<file path="config.mk">
export PLATFORM = sky130hd
export DESIGN_NAME = rr_arbiter4
export DESIGN_NICKNAME = d
export VERILOG_FILES = /design/src/rtl/rr_arbiter4.sv
export SDC_FILE = /design/constraint.sdc
export NUM_CORES = 1
export LEC_CHECK = 0
export BUFFER_PORTS_ARGS = -buffer_cell sky130_fd_sc_hd__buf_4
export CORE_MARGIN = 4
export CORE_UTILIZATION = 30
export CTS_CLUSTER_DIAMETER = 150
export DETAILED_ROUTE_END_ITERATION = 10
export REMOVE_ABC_BUFFERS = 1
export SKIP_CTS_REPAIR_TIMING = 1
export SLEW_MARGIN = 0
export SYNTH_ARGS = -nofsm -noshare
export SYNTH_HDL_FRONTEND = slang
export SYNTH_SLANG_ARGS = --single-unit
</file>
<file path="constraint.sdc">
create_clock -name clk -period 2.6 [get_ports clk]
set_input_delay 0.26 -clock clk [delete_from_list [all_inputs] [get_ports clk]]
set_output_delay 0.26 -clock clk [all_outputs]
set_load 0.005 [all_outputs]
</file>
<file path="src/rtl/rr_arbiter4.sv">
// rr_arbiter4: four-way round-robin arbiter feeding a one-entry output register.
// The requester at ptr has highest priority; after each grant ptr moves to the
// index just past the winner, so every valid requester is served within 4 grants.
module rr_arbiter4 #(
    parameter int N = 32
) (
    input  logic         clk,
    input  logic         rst,
    input  logic [3:0]   req_valid,
    input  logic [N-1:0] in0,
    input  logic [N-1:0] in1,
    input  logic [N-1:0] in2,
    input  logic [N-1:0] in3,
    output logic [3:0]   req_ready,
    output logic         out_valid,
    output logic [N-1:0] out_data,
    output logic [1:0]   out_sel,
    input  logic         out_ready
);

    typedef enum logic {
        ST_EMPTY = 1'b0,
        ST_FULL  = 1'b1
    } state_t;

    state_t       state_r;
    state_t       state_s;
    logic [1:0]   ptr_r;
    logic [N-1:0] out_data_r;
    logic [1:0]   out_sel_r;

    logic [7:0]   req_dbl_s;
    logic [3:0]   req_rot_s;
    logic [1:0]   offset_s;
    logic         found_s;
    logic [1:0]   win_s;
    logic         load_en_s;
    logic         transfer_s;
    logic [N-1:0] win_data_s;
    logic [3:0]   req_ready_s;

    // Rotate requests so that bit 0 is the requester at ptr (highest priority).
    assign req_dbl_s = {req_valid, req_valid};
    assign req_rot_s = req_dbl_s[ptr_r +: 4];

    // Priority-encode the rotated request vector: first set bit wins.
    always_comb begin
        found_s  = 1'b1;
        offset_s = 2'd0;
        if (req_rot_s[0]) begin
            offset_s = 2'd0;
        end else if (req_rot_s[1]) begin
            offset_s = 2'd1;
        end else if (req_rot_s[2]) begin
            offset_s = 2'd2;
        end else if (req_rot_s[3]) begin
            offset_s = 2'd3;
        end else begin
            found_s  = 1'b0;
            offset_s = 2'd0;
        end
    end

    // Map the rotated offset back to an absolute requester index (wraps mod 4).
    assign win_s      = ptr_r + offset_s;
    assign load_en_s  = (state_r == ST_EMPTY) | out_ready;
    assign transfer_s = found_s & load_en_s;

    // Decode the grant: one-hot on the winner when the register can load, else zero.
    always_comb begin
        req_ready_s = 4'b0000;
        if (transfer_s) begin
            case (win_s)
                2'd0:    req_ready_s = 4'b0001;
                2'd1:    req_ready_s = 4'b0010;
                2'd2:    req_ready_s = 4'b0100;
                2'd3:    req_ready_s = 4'b1000;
                default: req_ready_s = 4'b0000;
            endcase
        end else begin
            req_ready_s = 4'b0000;
        end
    end

    // Select the winning requester's data word.
    always_comb begin
        win_data_s = in0;
        case (win_s)
            2'd0:    win_data_s = in0;
            2'd1:    win_data_s = in1;
            2'd2:    win_data_s = in2;
            2'd3:    win_data_s = in3;
            default: win_data_s = in0;
        endcase
    end

    // Output-register occupancy: a load keeps or makes it FULL, a bare drain empties it.
    always_comb begin
        state_s = state_r;
        case (state_r)
            ST_EMPTY: begin
                if (transfer_s) begin
                    state_s = ST_FULL;
                end else begin
                    state_s = ST_EMPTY;
                end
            end
            ST_FULL: begin
                if (transfer_s) begin
                    state_s = ST_FULL;
                end else if (out_ready) begin
                    state_s = ST_EMPTY;
                end else begin
                    state_s = ST_FULL;
                end
            end
            default: state_s = ST_EMPTY;
        endcase
    end

    // State, pointer and output word; reset wins over any concurrent transfer.
    always_ff @(posedge clk) begin
        if (!rst) begin
            state_r    <= ST_EMPTY;
            ptr_r      <= 2'd0;
            out_data_r <= {N{1'b0}};
            out_sel_r  <= 2'd0;
        end else begin
            state_r <= state_s;
            if (transfer_s) begin
                out_data_r <= win_data_s;
                out_sel_r  <= win_s;
                ptr_r      <= win_s + 2'd1;
            end
        end
    end

    assign req_ready = req_ready_s;
    assign out_valid = (state_r == ST_FULL);
    assign out_data  = out_data_r;
    assign out_sel   = out_sel_r;

endmodule

</file>
==> results.sh <==
export IMPL_synth_common_cells="81 x nand2_1, 37 x dfxtp_1, 34 x o21ai_0, 32 x a222oi_1"
export IMPL_grt_pass1_wl_mm=14.2
export IMPL_status="finished with violations"
export IMPL_wl_mm=9.58
export IMPL_ys_ff_latch=37
export IMPL_die_w_um=99.0
export IMPL_drive_gt1_share_pct=54.2
export IMPL_slew_headroom_pct=60.0
export IMPL_min_period_ns=2.72
export IMPL_path_clk_slew_ns=0.07
export IMPL_overflow=0
export IMPL_yosys_area_top_type="dfxtp_1"
export IMPL_reg2reg_depth=12
export IMPL_r2r_start="ptr_r[0]"
export IMPL_netlist_area_sq_mm=0.00248
export IMPL_die_area_sq_mm=0.00980
export IMPL_end_kind="output port"
export IMPL_drt_pass1_iterations=6
export IMPL_first_iter_violations=195
export IMPL_pre_cts_ws_ns=-0.165
export IMPL_layout_setup_ws_ns=-0.120
export IMPL_synthSimpleGateAreaFrac_pct=22.7
export IMPL_min_period_over_period_pct=105
export IMPL_syn_area_per_cell_sq_um=7.93
export IMPL_clkLatencyLatePin_ns=0.28
export IMPL_avgRoutedWirePerCell_um=16.1
export IMPL_critical_path_class="reg -> out"
export IMPL_viasPerCell=5.07
export IMPL_crit_required_ns=2.34
export IMPL_synth_area_top_cells="dfxtp_1 30%, a222oi_1 13%, nand2_1 12%"
export IMPL_violations="negative setup slack"
export IMPL_cts_root_buf="clkbuf_8"
export IMPL_area_growth_pct=72.5
export IMPL_hold_depth=4
export IMPL_rsz0062_at_grt="yes"
export IMPL_power_leakage_nw=1.92
export IMPL_synth_compound_area_share_pct=35.7
export IMPL_grt_usage_pct=17.8
export IMPL_yosysMostFrequentCell="nand2_1"
export IMPL_initial_core_util_pct=31.5
export IMPL_synth_xor_area_share_pct=0.705
export IMPL_maxCapViolCount=0
export IMPL_die_y_um=99.0
export IMPL_synthAdderAreaFrac_pct=2.52
export IMPL_ys_types=32
export IMPL_rows=32
export IMPL_cts_sinks=37
export IMPL_finalSetupViolCount=24
export IMPL_hold_ws_ns=0.336
export IMPL_nets=633
export IMPL_min_from="out_ready"
export IMPL_critPathArrivalTime_ns=2.46
export IMPL_dp_hpwl_mm=6.97
export IMPL_place_congestion=0.827
export IMPL_cts_path_max_buffers=2
export IMPL_synth_mux_area_share_pct=0
export IMPL_syn_inst=313
export IMPL_tightest_slew_ns=0.599
export IMPL_hold_viol_final=0
export IMPL_async_flop_share_pct=0
export IMPL_fin_util_pct=54.3
export IMPL_io_buffer_count=173
export IMPL_drc=0
export IMPL_ff2ff_setup_slack_ns=-0.08
export IMPL_synth_edf_count=0
export IMPL_hold_class="in -> reg"
export IMPL_fmax_mhz=368
export IMPL_cts_tree="yes"
export IMPL_ir_drop_v=0.000667
export IMPL_antenna_found_initial=0
export IMPL_dpl_instance_area_sq_mm=0.00393
export IMPL_reg2reg_to="out_data[22]"
export IMPL_ys_warn_count=0
export IMPL_synth_top_family_by_area="compound AO/OA/AOI/OAI gates"
export IMPL_start_kind="flop"
export IMPL_seq_area_frac_synth_pct=29.8
export IMPL_grt_max_degree=38
export IMPL_design_area_sq_mm=0.00428
export IMPL_instances_no_fill=595
export IMPL_grt_pass1_vias=2944
export IMPL_min_to="out_valid"
export IMPL_cts_buffers=5
export IMPL_antennaDiodeCount=0
export IMPL_crit_fanout=5
export IMPL_fin_setup_tns_ns=-0.804
export IMPL_ant_nets=0
export IMPL_core_area_sq_mm=0.00789
export IMPL_vias=3019
export IMPL_total_power_mw=5.43
export IMPL_ioPinCount=174
export IMPL_powerDensity_mw_per_mm2=1270
export IMPL_report_final_slew_viol_count=0
export IMPL_synth_top_cell_area_share_pct=29.8
export IMPL_placed_cells=577
export IMPL_cts_htree_levels=2
export IMPL_ys_dominant_reg_cell="dfxtp_1"
export IMPL_skew_ns=0.00583
-- how the worst max path moves through the flow --
stage          slack, ns          from  depth (start not counted)           end
5_1_grt            -0.21      ptr_r[0]                         10  req_ready[1]
3_3_place_gp       -0.19  req_valid[2]                         13  out_data[14]
3_5_place_dp       -0.16  req_valid[2]                         13   out_data[4]
4_1_cts            -0.30      ptr_r[0]                         10  req_ready[1]
6_report           -0.12      ptr_r[0]                         10  req_ready[2]
2_1_floorplan      -0.52      ptr_r[0]                         10   out_data[8]
-- state kept, by name (all words and copies together), names as in the netlist --
register   count
out_data      32
out_valid      1
ptr_r          2
out_sel        2
-- area by class of cell --
type	instances	area, sq um
flip-flops and latches	37	742
well taps	102	128
fillers	756	3600
repair buffers	207	1700
clock buffers	7	86.3
multi-input cells	238	1610
inverters	4	15.0
-- cell usage in the layout (no fill, tap or decap), types with 2 or more instances in the layout --
cell,count
nor2_1,6
ha_4,4
buf_6,4
nand2_2,20
and2_1,3
clkbuf_16,3
nand2b_1,2
and2_4,2
nor2b_1,3
o211ai_1,2
a21boi_2,20
inv_1,3
clkbuf_8,6
buf_4,193
o21ai_1,30
o32ai_1,2
nand2_1,81
o21ai_0,4
a21boi_1,14
buf_12,6
xnor2_2,2
a222oi_1,32
dfxtp_1,36
-- cell families (layout without fill, tap and decap cells) --
family	after synthesis	in the layout
AOI/OAI and AO/OA	108	108
adders and majority gates	5	5
buffers and inverters	38	218
xor gates and xnor gates	2	2
DFF	37	37
and+or+nand+nor	123	123
-- routing by layer --
layer / global-route usage [%] / wire [um] / up-vias
met5: 0 / 0 / -
met4: 4.62 / 112 / 0
met3: 5.38 / 962 / 7
met2: 32.5 / 4770 / 143
met1: 20.0 / 3740 / 1380
li1: - / - / 1489
-- worst max-delay path, cell delays in order, from the launching register on --
cell      delay, ns
dfxtp_2        0.34
or4_1          0.47
o211ai_1       0.12
ha_2           0.22
xnor2_2        0.09
xnor2_2        0.24
inv_2          0.10
ha_4           0.21
buf_12         0.14
and2_1         0.12
buf_4          0.13
-- power breakdown --
| group | switching (mW) | total, mW | internal [mW] |
|---|---|---|---|
| registers | 0.169 | 1.01 | 0.845 |
| logic | 1.86 | 4.01 | 2.15 |
| clock network | 0.195 | 0.406 | 0.210 |
| total | 2.22 | 5.43 | 3.20 |
(Power assumes the default switching activity.)
